### src/rtl/proc_pkg.sv
// -----------------------------------------------------------------------------
// proc_pkg
// Purpose : Shared constants and helpers for the processor control path.
//           Defines the instruction field widths, the opcode encodings, the
//           time-step (Tstep) encodings and a helper that splits an IR word
//           into its opcode / X / Y fields.
// Ports   : none (package)
// Config  : CTRL_MVNZ_EN (consumed by control_sequencer) enables the mvnz
//           opcode; the encoding OP_MVNZ is always defined here.
// -----------------------------------------------------------------------------
package proc_pkg;

    // Instruction format: III XXX YYY
    localparam int OPW = 3;
    localparam int RSW = 3;
    localparam int IRW = 9;

    // Opcodes (1xx reserved unless mvnz is enabled)
    localparam logic [OPW-1:0] OP_MV   = 3'b000;
    localparam logic [OPW-1:0] OP_MVI  = 3'b001;
    localparam logic [OPW-1:0] OP_ADD  = 3'b010;
    localparam logic [OPW-1:0] OP_SUB  = 3'b011;
    localparam logic [OPW-1:0] OP_MVNZ = 3'b100;

    // Time-step encodings
    localparam logic [1:0] T0 = 2'b00;
    localparam logic [1:0] T1 = 2'b01;
    localparam logic [1:0] T2 = 2'b10;
    localparam logic [1:0] T3 = 2'b11;

    typedef logic [1:0] tstep_t;

    typedef struct packed {
        logic [OPW-1:0] op;
        logic [RSW-1:0] x;
        logic [RSW-1:0] y;
    } ir_fields_t;

    // Split an instruction word into opcode, X and Y fields.
    function automatic ir_fields_t split_ir(input logic [IRW-1:0] ir);
        ir_fields_t f;
        f.op = ir[IRW-1 -: OPW];
        f.x  = ir[2*RSW-1 -: RSW];
        f.y  = ir[RSW-1:0];
        return f;
    endfunction

    // True for the two opcodes that use the A/G ALU path (T1..T3).
    function automatic logic is_alu_op(input logic [OPW-1:0] op);
        return (op == OP_ADD) || (op == OP_SUB);
    endfunction

endpackage : proc_pkg

### src/rtl/control_sequencer_tstep_counter.sv
// -----------------------------------------------------------------------------
// tstep_counter
// Purpose : 2-bit time-step register for the control sequencer.
//           Synchronously cleared to T0 on reset or when the current step is
//           the last of the instruction (Done); holds in T0 while Run is low;
//           otherwise advances by one step per clock.
// Ports   :
//   i_clock   in   1  rising-edge clock
//   i_reset   in   1  synchronous active-high reset
//   i_run     in   1  start request (only meaningful in T0)
//   i_done    in   1  last step of current instruction
//   o_tstep   out  2  current time step
// -----------------------------------------------------------------------------
module tstep_counter
    import proc_pkg::*;
(
    input  logic       i_clock,
    input  logic       i_reset,
    input  logic       i_run,
    input  logic       i_done,
    output logic [1:0] o_tstep
);

    logic [1:0] r_tstep;
    logic [1:0] w_tstep_next;

    always_comb begin
        w_tstep_next = r_tstep;
        if (i_done) begin
            w_tstep_next = T0;
        end else if ((r_tstep == T0) && !i_run) begin
            w_tstep_next = T0;
        end else begin
            // T3 always raises Done, so this increment never wraps T3->T0.
            w_tstep_next = r_tstep + 2'd1;
        end
    end

    always_ff @(posedge i_clock) begin
        if (i_reset) begin
            r_tstep <= T0;
        end else begin
            r_tstep <= w_tstep_next;
        end
    end

    assign o_tstep = r_tstep;

endmodule : tstep_counter

### src/rtl/control_sequencer.sv
// -----------------------------------------------------------------------------
// control_sequencer
// Purpose : Time-step control unit of the processor datapath. Steps each
//           instruction through T0..T3 and decodes the IR fields into the
//           encoded register select/enable pairs for the Rin/Rout 3-to-8
//           decoders plus the bus, ALU and IR load strobes.
// Config  : `define CTRL_MVNZ_EN to make opcode 100 a conditional move (mvnz)
//           gated by i_gnz. Without it opcode 100 is a NOP and i_gnz is unused.
// Ports   :
//   i_clock     in   1    rising-edge clock
//   i_reset     in   1    synchronous active-high reset
//   i_run       in   1    start request, sampled only in T0
//   i_ir        in   IRW  instruction register (III XXX YYY)
//   i_gnz       in   1    G register != 0 (mvnz only)
//   o_irin      out  1    load IR from DIN
//   o_rin_sel   out  RSW  destination register index
//   o_rin_en    out  1    destination decoder enable
//   o_rout_sel  out  RSW  source register index
//   o_rout_en   out  1    source decoder enable
//   o_dinout    out  1    drive DIN onto bus
//   o_gout      out  1    drive G onto bus
//   o_ain       out  1    load A from bus
//   o_gin       out  1    load G from ALU
//   o_addsub    out  1    0 = add, 1 = subtract
//   o_done      out  1    last step of current instruction
// -----------------------------------------------------------------------------
module control_sequencer
    import proc_pkg::*;
(
    input  logic           i_clock,
    input  logic           i_reset,
    input  logic           i_run,
    input  logic [IRW-1:0] i_ir,
    input  logic           i_gnz,
    output logic           o_irin,
    output logic [RSW-1:0] o_rin_sel,
    output logic           o_rin_en,
    output logic [RSW-1:0] o_rout_sel,
    output logic           o_rout_en,
    output logic           o_dinout,
    output logic           o_gout,
    output logic           o_ain,
    output logic           o_gin,
    output logic           o_addsub,
    output logic           o_done
);

    logic [1:0]  w_tstep;
    ir_fields_t  w_f;

    assign w_f = split_ir(i_ir);

`ifdef CTRL_MVNZ_EN
    logic w_mvnz_take;
    assign w_mvnz_take = i_gnz;
`else
    // Gnz has no function without mvnz; tie it off so it is visibly unused.
    logic w_unused_gnz;
    assign w_unused_gnz = i_gnz;
`endif

    tstep_counter u_tstep (
        .i_clock (i_clock),
        .i_reset (i_reset),
        .i_run   (i_run),
        .i_done  (o_done),
        .o_tstep (w_tstep)
    );

    // Output decode. Everything defaults to zero so select lines stay 0
    // whenever their enable is low, and the whole block is forced quiet
    // while reset is asserted (even if the step register is mid-instruction
    // or Run is high).
    always_comb begin
        o_irin     = 1'b0;
        o_rin_sel  = '0;
        o_rin_en   = 1'b0;
        o_rout_sel = '0;
        o_rout_en  = 1'b0;
        o_dinout   = 1'b0;
        o_gout     = 1'b0;
        o_ain      = 1'b0;
        o_gin      = 1'b0;
        o_addsub   = 1'b0;
        o_done     = 1'b0;

        if (!i_reset) begin
            case (w_tstep)
                T0: begin
                    o_irin = i_run;
                end

                T1: begin
                    case (w_f.op)
                        OP_MV: begin
                            o_rout_sel = w_f.y;
                            o_rout_en  = 1'b1;
                            o_rin_sel  = w_f.x;
                            o_rin_en   = 1'b1;
                            o_done     = 1'b1;
                        end
                        OP_MVI: begin
                            o_dinout  = 1'b1;
                            o_rin_sel = w_f.x;
                            o_rin_en  = 1'b1;
                            o_done    = 1'b1;
                        end
                        OP_ADD, OP_SUB: begin
                            o_rout_sel = w_f.x;
                            o_rout_en  = 1'b1;
                            o_ain      = 1'b1;
                        end
`ifdef CTRL_MVNZ_EN
                        OP_MVNZ: begin
                            if (w_mvnz_take) begin
                                o_rout_sel = w_f.y;
                                o_rout_en  = 1'b1;
                                o_rin_sel  = w_f.x;
                                o_rin_en   = 1'b1;
                            end
                            o_done = 1'b1;
                        end
`endif
                        default: begin
                            // Reserved opcode: single-step NOP.
                            o_done = 1'b1;
                        end
                    endcase
                end

                T2: begin
                    if (is_alu_op(w_f.op)) begin
                        o_rout_sel = w_f.y;
                        o_rout_en  = 1'b1;
                        o_gin      = 1'b1;
                        o_addsub   = (w_f.op == OP_SUB);
                    end else begin
                        // Only reachable if IR changed mid-instruction;
                        // end the instruction rather than drift into T3.
                        o_done = 1'b1;
                    end
                end

                default: begin // T3
                    if (is_alu_op(w_f.op)) begin
                        o_gout    = 1'b1;
                        o_rin_sel = w_f.x;
                        o_rin_en  = 1'b1;
                    end
                    // T3 is always the final step.
                    o_done = 1'b1;
                end
            endcase
        end
    end

endmodule : control_sequencer

### config.mk
export PLATFORM = sky130hd
export DESIGN_NAME = control_sequencer
export DESIGN_NICKNAME = d
export VERILOG_FILES = /design/src/rtl/proc_pkg.sv /design/src/rtl/control_sequencer_tstep_counter.sv /design/src/rtl/control_sequencer.sv
export SDC_FILE = /design/constraint.sdc
export NUM_CORES = 1
export LEC_CHECK = 0
export ABC_AREA = 1
export CORE_AREA = 2 2 39 41
export CTS_BUF_LIST = sky130_fd_sc_hd__clkbuf_16
export DETAILED_ROUTE_END_ITERATION = 16
export DIE_AREA = 0 0 41 43
export PLACE_DENSITY_LB_ADDON = 0.12
export SYNTH_ARGS = -nofsm -noshare
export SYNTH_HDL_FRONTEND = slang
export SYNTH_SLANG_ARGS = --single-unit
### constraint.sdc
create_clock -name i_clock -period 1.58 [get_ports i_clock]
set_clock_uncertainty 0.1 [all_clocks]
set_input_delay 0.395 -clock i_clock [delete_from_list [all_inputs] [get_ports i_clock]]
set_output_delay 0.395 -clock i_clock [all_outputs]
set_load 0.005 [all_outputs]
-- Yosys cells after proc, flatten, opt, wreduce, memory -nomap -nowiden
Index checks and enable logic that the tools add are counted.
- add/subtract/negate cells: 1
- equal/unequal tests: 5
- multiplexer cells: 34
- reductions and logical operators: 11
- operators by type and width (operator ; number):
    1-bit 2-to-1 mux ; 23
    3-bit case mux with 2 select lines ; 3
    3-bit 2-to-1 mux ; 5
    3-bit OR reduction ; 3
    3-bit by 2-bit == test with 1-bit output, second input constant ; 2
    2-bit OR reduction ; 3
    1-bit case mux with 2 select lines ; 2
    3-bit by 1-bit == test with 1-bit output, second input constant ; 1
    3-bit zero test ; 1
    1-bit case mux with 3 select lines ; 1
    2-bit by 1-bit adder with 2-bit output, second input constant ; 1
    2-bit by 1-bit == test with 1-bit output, second input constant ; 1
    2-bit == test, second input constant ; 1
    2-bit zero test ; 1
    1-bit logical AND ; 1
    1-bit zero test ; 1
    1-bit logical OR ; 1
- bits in registers: 2
- input port bits: 13
- output and inout port bits: 15
- word-level logic and storage cells: 52

-- Depth between registers and ports, before layout
Gate-level depths: netlist of run 1.
- word-level depth: 6
- depth in mapped cells: 8
- depth with buffers taken out: 8

-- Modules after synthesis
A second synthesis of run 1 with hierarchy kept.
- cell total of the unflattened synthesis: 68
- area total of the unflattened synthesis: 376.6 µm²
- modules (own cells, without submodules) (module ; times used ; cells an instance ; area each (µm²) ; sequential area each (µm²)):
    control_sequencer ; 1 ; 56 ; 290.3 ; 0.0
    tstep_counter ; 1 ; 12 ; 86.3 ; 40.0

-- Worst setup path before layout of run 1
No wires, ideal clock.
- kind: reg-to-output
- start: reg u_tstep.r_tstep[0] (netlist: u_tstep.o_tstep[0])
- end: out o_rout_sel[0]
- data arrival time: 1.078 ns
- path slack: 0.007 ns
- cell stages (with the launch flop): 7
- buffers on the path: 0
- cells stage by stage: dfxtp_1 -> inv_1 -> ha_1 -> inv_1 -> nor2_1 -> inv_1 -> a21oi_1
- cells in the longest elaborated chain, start to end: 3
- elaborated cells on any way between the ends: 4
- ends and longest elaborated chain (item ; line ; source):
    start: declaration ; control_sequencer_tstep_counter.sv:24 ; logic [1:0] r_tstep;
    start signal: assignment ; control_sequencer_tstep_counter.sv:43 ; r_tstep <= w_tstep_next;
    2-bit == test or 2-bit by 1-bit == test with 1-bit output (tied branches) ; control_sequencer.sv:88 ; case (w_tstep)
    3-bit case mux with 2 select lines * ; control_sequencer.sv:88 ;
    3-bit 2-to-1 mux * ; control_sequencer.sv:87 ; if (!i_reset) begin
    end: declaration ; control_sequencer.sv:38 ; output logic [RSW-1:0] o_rout_sel,
Every way passes the cells marked *; elsewhere a longest branch is shown, timed or not.

-- Worst setup path after layout of run 1
- start: reg u_tstep.r_tstep[1] (netlist: u_tstep.o_tstep[1])
- end: out o_rout_sel[0]
The elaborated chain is that of the path after synthesis.

==> results of run 1 <==
[what timing repair did]
item / 4_1_cts / 5_1_grt
cloned: 0 / 0
endpoints found under the setup margin: 15 / 15
pin swaps: 17 / 7
buffers inserted: 6 / 2
resized for setup: 111 / 10
[power by group through the flow]
stage               Sequential (W)  Combinational (W)  Clock (W)
floorplan                0.0000666          0.0000920          0
global placement         0.0000640           0.000204          0
detailed placement       0.0000643           0.000203          0
CTS                      0.0000698           0.000298   0.000387
global route             0.0000728           0.000342   0.000395
finish                   0.0000717           0.000318   0.000384
[layout make-up]
type	instances	area (µm²)	area share [%]
timing repair buffer	42	339	35.2
tap	16	20.0	2.08
sequential	2	45.0	4.68
inverter	17	68.8	7.14
clock buffer	3	75.1	7.79
multi-input combinational	49	415	43.1
[Yosys cell counts]
| master | count |
|---|---|
| nand2_1 | 14 |
| nand3b_4 | 1 |
| buf_2 | 1 |
| nand2_2 | 1 |
| dfxtp_1 | 2 |
| inv_2 | 3 |
| ha_1 | 5 |
| nor2_1 | 13 |
| inv_1 | 14 |
| nand3_1 | 4 |
| o21ai_2 | 1 |
| nor3_1 | 2 |
| nor2_2 | 2 |
| nor4_1 | 1 |
| a21oi_2 | 1 |
| a21oi_1 | 4 |
[per-layer routing]
| metal | up-vias | global-route usage, % |
|---|---|---|
| met5 | - | 0 |
| met4 | 0 | 10.0 |
| met3 | 3 | 3.14 |
| met2 | 21 | 34.4 |
| met1 | 254 | 21.7 |
| li1 | 300 | - |
[worst paths after layout]
check	endpoint	slack, ns	depth (start not counted)
max	o_rout_sel[0]	-0.34	10
min	u_tstep.o_tstep[0]	0.57	5
max reg2reg	u_tstep.o_tstep[1]	0.31	8
min reg2reg	u_tstep.o_tstep[0]	0.63	4
[cell families after synthesis]
logic type,Yosys count,synth area share (%)
AND/OR/NAND/NOR,38,45.8
buffers and inverters,18,17.9
AO/OA/AOI/OAI,6,9.74
flip-flops,2,10.4
adder cells (fa/ha/maj),5,16.2
[metrics by stage]
step           setup TNS, ns  utilization (%)  hold WS, ns
2_1_floorplan              0                -        0.348
3_3_place_gp          -11.73             52.6        0.450
3_5_place_dp          -11.70             52.6        0.462
4_1_cts                -3.17             67.0        0.575
5_1_grt                -4.38             69.6        0.598
6_report               -3.47             69.6        0.572
[worst max-delay path, cell delays in order, from the launching register on]
cell     delay (ns)
dfxtp_2        0.32
inv_2          0.08
ha_4           0.15
inv_6          0.04
nor2_4         0.09
buf_6          0.11
nand2_4        0.05
nand2_4        0.06
nand2_2        0.05
a21oi_2        0.12
buf_2          0.12
==> impl_results.md, run 1 <==
- Non-Filler Instances: 129
- Avg Cell Area, Syn: around 5.6 µm²
- Post-DP Area: around 730 µm²
- Status: finished with violations
- CP required: roughly 1.1 ns
- CTS tree: built
- Critical path fanouts, max: 3
- Max Used Layer: met4
- CP Capture Type: primary output
- Vias in the first global route: 538
- CTS max path bufs: 2
- Post-Syn Area: 385 µm²
- Internal Pwr Total: approximately 0.00055 W
- Die W: slightly above 40 µm
- Post-synth cell types: 16
- Met2 wire len: between 800 and 900 µm
- Clock sink total: 2
- Crit path DAT: ~1.4 ns
- Final hold viol count: 0
- Vias: between 500 and 600
- Pwr/cell area: about 800 nW/µm²
- Hold buffers post-CTS: 0
- Syn-to-layout area delta: 150%
- Die height: approximately 43 µm
- Drt drc: 0
- Antenna viol nets, final: 0
- Global-route wire length before repair: between 2000 and 2500 µm
- Max-cap violations: 0
- Place WS: -0.885 ns
- Number of antenna violations at the first check in global routing: 0
- Hold crit path type: input pin to register
- Max reg flops: 2
- Violated checks: setup timing
- Number of diodes: 0
- VDD IR max: between 0.8 and 0.9 mV
- Nets: between 100 and 150
- Warnings from Yosys: 0
- RSZ-0062 raised after global routing: true
- Logic gate share of total power: approximately 40%
- Synth Register Bits: 2
- DRT iter0 DRCs: 6
- Sw Ratio: ~29%
- Root Driver: clkbuf_16
- Relative slew slack: about 86%
- Largest net degree at the start of global routing: 6
- Hpwl dp: 884 µm
- Final setup margin: -0.337 ns
- Worst-Margin Slew: 0.214 ns
- Critical Path Start Type: register
- H-tree depth: 1
- Routability Congestion: approximately 0.74
- Starting Density: between 20% and 30%
- Psw: 0.000227 W
- Power share of the clock group: 49.6%
- Synth Instances: 69
- Sequential area share after synthesis: a little over 10%
- DRT Pass-1 Iters: 4
- Hold path start: i_run
- Clock Latency Late Sink: 0.22 ns
- Num ports: 28
- Cts bufs inserted: 3
- Row count: 14
- Final Instance Area: about 960 µm²
- Seq pwr share: 9.3%
- Critical path origin: u_tstep.o_tstep[1]
- Global route overflow: 0
- Share of layout cells above drive strength 1: around 67%
- Power after layout: approximately 0.00077 W
- Total track usage: roughly a fifth
- Fillers: between 100 and 150
- Top cells by area, synth: ha_1, inv_1, nand2_1, nor2_1, dfxtp_1
- RR Startpoint: u_tstep.o_tstep[0]
- Commonest non-fill, non-tap cell in the layout: buf_2
- Total wire length: 1530 µm
- Met1 WL: ~610 µm
- PortBufs: 26
- Minimum clock period: about 1.9 ns
- Most frequent cells in the layout: buf_2, nor2_1, buf_4
- Die area: 1760 µm²
- Highest clock rate: about 520 MHz
- Cells after DPL: between 100 and 150
- CP Class: register to primary output
- Setup violations, final: 14
- Clock-pin slew on the worst setup and hold paths: around 0.030 ns
- Leak Pwr: a little under 0.5 nW
- Routed WL per cell: 11.9 µm
- Post-synthesis net count: a little under 90
- Slew Viols, Final: 0
- Routed wl met3: around 89 µm
- Synth top area share: ~16%
- Core Region: ~1400 µm²
- Vias per inst: between 4 and 5
- Area leader, netlist: ha_1
- Period Utilization, post-route: 121%
No activity file was read; power rests on OpenSTA's default activity.
==> run 2: changes to the inputs <==
--- a/config.mk
+++ b/config.mk
@@ -6,10 +6,10 @@
 export NUM_CORES = 1
 export LEC_CHECK = 0
 export ABC_AREA = 1
-export CORE_AREA = 2 2 39 41
+export CORE_AREA = 2 2 40 42
 export CTS_BUF_LIST = sky130_fd_sc_hd__clkbuf_16
 export DETAILED_ROUTE_END_ITERATION = 16
-export DIE_AREA = 0 0 41 43
+export DIE_AREA = 0 0 42 44
 export PLACE_DENSITY_LB_ADDON = 0.12
 export SYNTH_ARGS = -nofsm -noshare
 export SYNTH_HDL_FRONTEND = slang
==> constraint.sdc (replaced) <==
create_clock -name i_clock -period 1.6 [get_ports i_clock]
set_clock_uncertainty 0.1 [all_clocks]
set_input_delay 0.4 -clock i_clock [delete_from_list [all_inputs] [get_ports i_clock]]
set_output_delay 0.4 -clock i_clock [all_outputs]
set_load 0.005 [all_outputs]
==> impl_results.md, run 2 (synthesized netlist as in run 1, its figures left out) <==
- Status: finished with violations (unchanged)
- Violated checks: setup timing (unchanged)
- Clock-pin slew on the worst setup and hold paths: 0.03 ns (about the same)
- Reg2reg setup slack: 0.25 ns (was 0.31 ns)
- RR Startpoint: u_tstep.o_tstep[0] (unchanged)
- Share of layout cells above drive strength 1: 67.9% (was 67.3%)
- Number of antenna violations at the first check in global routing: 0 (unchanged)
- Global-route wire length before repair: 2340 µm (was 2290 µm)
- Worst Hold Slack: 0.359 ns (was 0.572 ns)
- CTS tree: built (unchanged)
- Highest clock rate: 533 MHz
- Worst-Margin Slew: 0.203 ns (was 0.214 ns)
- Critical path origin: i_ir[7] (was u_tstep.o_tstep[1])
- Nets: 129 (was 133)
- Critical Path Start Type: input pin (was register)
- Root Driver: clkbuf_16 (unchanged)
- Commonest non-fill, non-tap cell in the layout: buf_2 (unchanged)
- Die height: 44 µm (was 43 µm)
- Critical Path End: o_rout_sel[2] (was o_rout_sel[0])
- Global route overflow: 0 (unchanged)
- PortBufs: 26 (unchanged)
- Clock Latency Late Sink: 0.22 ns (about the same)
- CTS max path bufs: 2 (unchanged)
- Max reg flops: 2 (unchanged)
- Hold buffers post-CTS: 0 (unchanged)
- Fillers: 118 (was 119)
- Die W: 42 µm (was 41 µm)
- DRT Pass-1 Iters: 3 (was 4)
- Critical path fanouts, max: 5 (was 3)
- Vias in the first global route: 550 (was 538)
- Pwr/cell area: 804 nW/µm² (was 803 nW/µm²)
- Largest stage delay on the critical path: 0.30 ns (was 0.32 ns)
- Cells after DPL: 119 (unchanged)
- Total wire length: 1410 µm (was 1530 µm)
- Row count: 14 (unchanged)
- CP required: 1.10 ns (was 1.08 ns)
- Max-cap violations: 0 (unchanged)
- CP Class: input pin to primary output (was register to primary output)
- Core Region: 1420 µm² (was 1380 µm²)
- Vias: 566 (was 578)
- Worst R2R End: u_tstep.o_tstep[0] (was u_tstep.o_tstep[1])
- H-tree depth: 1 (unchanged)
- Relative slew slack: 86.3% (was 85.7%)
- Die area: 1850 µm² (was 1760 µm²)
- Clock sink total: 2 (unchanged)
- Final hold viol count: 0 (unchanged)
- VDD IR max: 0.802 mV (was 0.816 mV)
- Most frequent cells in the layout: buf_2, inv_2, nor2_1, nand2_1, buf_4 (was buf_2, nor2_1, buf_4)
- Crit path DAT: 1.38 ns (was 1.42 ns)
- Hpwl dp: 887 µm (was 884 µm)
- Final setup margin: -0.277 ns (was -0.337 ns)
- Setup violations, final: 15 (was 14)
- R2R cell count: 9 (was 8)
- Vias per inst: 4.53 (was 4.48)
- Hold crit path type: register to register (was input pin to register)
- Minimum clock period: ~1.9 ns
- Routed WL per cell: 11.3 µm (was 11.9 µm)
- CP max stage cell: clkdlybuf4s15_2 (was dfxtp_2)
- RSZ-0062 raised after global routing: true (unchanged)
- Routability Congestion: 0.742 (was 0.741)
- Non-Filler Instances: 125 (was 129)
- Leak Pwr: 0.467 nW (was 0.494 nW)
- Number of diodes: 0 (unchanged)
- Total track usage: 17.3% (was 19.9%)
- Largest net degree at the start of global routing: 6 (unchanged)
- CP cell instances: clkdlybuf4s15_2 -> nand2_4 -> nor2_4 -> nand2_1 -> nand3_1 -> nand2_1 -> inv_1 -> clkdlybuf4s15_2 (was inv_2 -> ha_4 -> inv_6 -> nor2_4 -> buf_6 -> nand2_4 -> nand2_4 -> nand2_2 -> a21oi_2 -> buf_2)
- CP Capture Type: primary output (unchanged)
- Antenna viol nets, final: 0 (unchanged)
- Slew Viols, Final: 0 (unchanged)
- Num ports: 28 (unchanged)
- Starting Density: 27.2% (was 27.8%)
- Drt drc: 0 (unchanged)
- Syn-to-layout area delta: 142% (was 150%)
- Cts bufs inserted: 3 (unchanged)
- DRT iter0 DRCs: 2 (was 6)
- Period Utilization, post-route: 117%
run 2: worst min path at each step:
stage                                   from            endpoint  slack (ns)  depth (start not counted)
after floorplan           u_tstep.o_tstep[0]  u_tstep.o_tstep[0]        0.35                          1
final                     u_tstep.o_tstep[0]  u_tstep.o_tstep[0]        0.36                          1
after global routing      u_tstep.o_tstep[0]  u_tstep.o_tstep[0]        0.38                          1
after CTS                 u_tstep.o_tstep[0]  u_tstep.o_tstep[0]        0.36                          1
after global placement    u_tstep.o_tstep[0]  u_tstep.o_tstep[0]        0.35                          1
after detailed placement  u_tstep.o_tstep[0]  u_tstep.o_tstep[0]        0.35                          1
run 2: layout make-up:
type	instances	area [µm²]	area share (%)
Sequential cell	2	45.0	4.83
Timing Repair Buffer	38	295	31.7
Inverter	17	68.8	7.38
Tap cell	16	20.0	2.15
Clock buffer	3	75.1	8.05
Multi-Input combinational cell	49	428	45.9
run 2: per-layer routing:
layer	GRT usage [%]	vias up	wire length, µm
met2	29.1	17	723
met5	0	-	0
met3	2.50	4	57
li1	-	292	-
met1	18.4	253	587
met4	16.8	0	38
run 2: where the power goes:
group	switching (W)	internal, W
Sequential	0.0000100	0.0000604
Combinational	0.000155	0.000150
Clock	0.0000565	0.000318
run 2: repair_timing:
item | in CTS | in global routing
pin swaps | 17 | 15
resized for setup | 105 | 19
endpoints found under the setup margin | 15 | 15
setup buffers | 2 | 1
gates cloned | 0 | 0
run 2: worst max-delay path, delay by kind of cell:
kind | cells | cell delay [ns]
buffers and inverters | 3 | 0.54
AND/OR/NAND/NOR | 5 | 0.44
run 2: metrics by stage:
step	setup TNS, ns	setup WS [ns]	total power [W]	cell area (µm²)	utilization, %
6_report	-2.64	-0.277	0.000749	932	65.7
5_1_grt	-3.66	-0.345	0.000793	932	65.7
2_1_floorplan	0	0.0217	0.000157	385	-
4_1_cts	-2.67	-0.268	0.000717	868	61.2
3_5_place_dp	-11.50	-0.881	0.000267	728	51.3
3_3_place_gp	-11.60	-0.900	0.000268	728	51.3
==> run 3: changes to the inputs <==
--- a/config.mk
+++ b/config.mk
@@ -14,3 +14,4 @@
 export SYNTH_ARGS = -nofsm -noshare
 export SYNTH_HDL_FRONTEND = slang
 export SYNTH_SLANG_ARGS = --single-unit
+export TNS_END_PERCENT = 1
==> impl_results.md, run 3 (synthesized netlist as in run 1, its figures left out) <==
- Clock-pin slew on the worst setup and hold paths: 0.03 ns (about the same)
- DRT Pass-1 Iters: 4 (was 3)
- Number of diodes: 0 (unchanged)
- Relative slew slack: 86.4% (was 86.3%)
- Minimum clock period: 1.88 ns (about the same)
- Internal Pwr Total: 0.000518 W (was 0.000528 W)
- Worst Hold Slack: 0.362 ns (was 0.359 ns)
- Final setup margin: -0.284 ns (was -0.277 ns)
- Max-cap violations: 0 (unchanged)
- Vias in the first global route: 524 (was 550)
- Commonest non-fill, non-tap cell in the layout: buf_2 (unchanged)
- Antenna viol nets, final: 0 (unchanged)
- Post-DP Area: 728 µm² (unchanged)
- Total wire length: 1370 µm (was 1410 µm)
- Psw: 0.000213 W (was 0.000221 W)
- Hold crit path type: register to register (unchanged)
- Critical path fanouts, max: 4 (was 5)
- Hpwl dp: 887 µm (unchanged)
- Max reg flops: 2 (unchanged)
- CTS tree: built (unchanged)
- CP required: 1.10 ns (about the same)
- Pwr/cell area: 813 nW/µm² (was 804 nW/µm²)
- Routability Congestion: 0.742 (unchanged)
- DRT iter0 DRCs: 6 (was 2)
- Final hold viol count: 0 (unchanged)
- CP Class: register to primary output (was input pin to primary output)
- Vias per inst: 4.45 (was 4.53)
- Cts bufs inserted: 3 (unchanged)
- Total track usage: 16.7% (was 17.3%)
- Row count: 14 (unchanged)
- Highest clock rate: 531 MHz (was 533 MHz)
- CP cell instances: inv_2 -> ha_1 -> inv_2 -> nor2_4 -> inv_1 -> a21oi_1 -> buf_2 (was clkdlybuf4s15_2 -> nand2_4 -> nor2_4 -> nand2_1 -> nand3_1 -> nand2_1 -> inv_1 -> clkdlybuf4s15_2)
- Clock sink total: 2 (unchanged)
- Largest net degree at the start of global routing: 6 (unchanged)
- H-tree depth: 1 (unchanged)
- Critical Path Start Type: register (was input pin)
- Share of layout cells above drive strength 1: 62.6% (was 67.9%)
- Most frequent cells in the layout: buf_2, inv_2, nor2_1 (was buf_2, inv_2, nor2_1, nand2_1, buf_4)
- Root Driver: clkbuf_16 (unchanged)
- Slew Viols, Final: 0 (unchanged)
- Most used cell, CP: inv_2
- Die area: 1850 µm² (unchanged)
- Starting Density: 27.2% (unchanged)
- CP bufs+invs: 4 (was 3)
- RSZ-0062 raised after global routing: true (unchanged)
- Leak Pwr: 0.451 nW (was 0.467 nW)
- CP max stage cell: dfxtp_4 (was clkdlybuf4s15_2)
- Number of antenna violations at the first check in global routing: 0 (unchanged)
- Final TNS setup: -2.75 ns (was -2.64 ns)
- Largest stage delay on the critical path: 0.37 ns (was 0.30 ns)
- Nets: 127 (was 129)
- Crit path DAT: 1.38 ns (about the same)
- Violated checks: setup timing (unchanged)
- Cells after DPL: 119 (unchanged)
- Setup violations, final: 15 (unchanged)
- Seq pwr share: 9.7% (was 9.4%)
- Worst-Margin Slew: 0.203 ns (about the same)
- CTS max path bufs: 2 (unchanged)
- PortBufs: 26 (unchanged)
- Global-route wire length before repair: 2260 µm (was 2340 µm)
- VDD IR max: 0.755 mV (was 0.802 mV)
- Power after layout: 0.000730 W (was 0.000749 W)
- Core Region: 1420 µm² (unchanged)
- Drt drc: 0 (unchanged)
- Power share of the clock group: 51.3% (was 50.0%)
- Die W: 42 µm (unchanged)
- Clock Latency Late Sink: 0.22 ns (about the same)
- Die height: 44 µm (unchanged)
- Routed WL per cell: 11.1 µm (was 11.3 µm)
- Delay-heaviest family, CP: flip-flops (was buffers and inverters)
- Global route overflow: 0 (unchanged)
- Status: finished with violations (unchanged)
- Sw Ratio: 29.1% (was 29.6%)
- Period Utilization, post-route: 118% (was 117%)
- Vias: 547 (was 566)
- Num ports: 28 (unchanged)
- Syn-to-layout area delta: 133% (was 142%)
- Final Instance Area: 898 µm² (was 932 µm²)
- Logic gate share of total power: 39.0% (was 40.6%)
- Non-Filler Instances: 123 (was 125)
- CP Capture Type: primary output (unchanged)
==> run 3: cell types whose count changed in the layout (fill, tap and decap cells not counted) <==
cell / previous run / this run
inv_4: 2 / 1
nor2_1: 7 / 9
clkdlybuf4s15_2: 3 / 2
nand2_1: 7 / 8
buf_4: 7 / 6
inv_1: 6 / 7
buf_2: 15 / 14
nor2_2: 5 / 3
clkdlybuf4s50_1: 6 / 7
nand2_2: 6 / 5
ha_2: 0 / 1
ha_4: 4 / 3
==> run 3: cell type report <==
class | count | area, µm²
fillers | 125 | 520
inverters | 17 | 66.3
well taps | 16 | 20.0
multi-input cells | 49 | 410
flip-flops and latches | 2 | 45.0
repair buffers | 36 | 282
clock buffers | 3 | 75.1
==> run 3: path summary, 6_finish.rpt <==
kind,depth (start not counted),slack (ns),start,to
setup / recovery,7,-0.28,u_tstep.o_tstep[0],o_rout_sel[0]
hold / removal,1,0.36,u_tstep.o_tstep[0],u_tstep.o_tstep[0]
setup reg to reg,9,0.24,u_tstep.o_tstep[0],u_tstep.o_tstep[0]
hold reg to reg,1,0.36,u_tstep.o_tstep[0],u_tstep.o_tstep[0]
==> run 3: power by group through the flow <==
stage / sequential (W) / combinational, W / clock, W
after global routing: 0.0000728 / 0.000311 / 0.000390
after detailed placement: 0.0000645 / 0.000203 / 0
after floorplan: 0.0000658 / 0.0000909 / 0
after global placement: 0.0000646 / 0.000204 / 0
after CTS: 0.0000707 / 0.000251 / 0.000381
final: 0.0000707 / 0.000285 / 0.000374
==> run 3: repair_timing <==
action | 4_1_cts | 5_1_grt
endpoints found under the hold margin | 0 | 0
hold buffers | 0 | 0
setup endpoints to repair | 15 | 15
pin swaps | 15 | 8
resized for setup | 98 | 17
setup buffers | 1 | 0
==> run 3: per-stage QoR <==
step / setup WS [ns] / util [%]
6_report: -0.284 / 63.3
5_1_grt: -0.337 / 63.3
4_1_cts: -0.268 / 59.9
3_5_place_dp: -0.881 / 51.3
3_3_place_gp: -0.900 / 51.3
2_1_floorplan: 0.0217 / -
==> run 3: worst register-to-register path, delay by kind of cell, from the launching register on <==
family / cells / cell delay (ns)
AO/OA/AOI/OAI: 1 / 0.12
buffers and inverters: 4 / 0.34
AND/OR/NAND/NOR: 3 / 0.20
adder cells (fa/ha/maj): 1 / 0.16
flip-flops: 1 / 0.37
==> run 3: metal layers <==
layer  track usage (%)  up-vias  part of all wire [%]
li1                  -      289                     -
met1              17.4      237                    41
met2              28.1       17                    52
met3              2.50        4                   4.0
met4              16.8        0                   2.8
met5                 0        -                     0
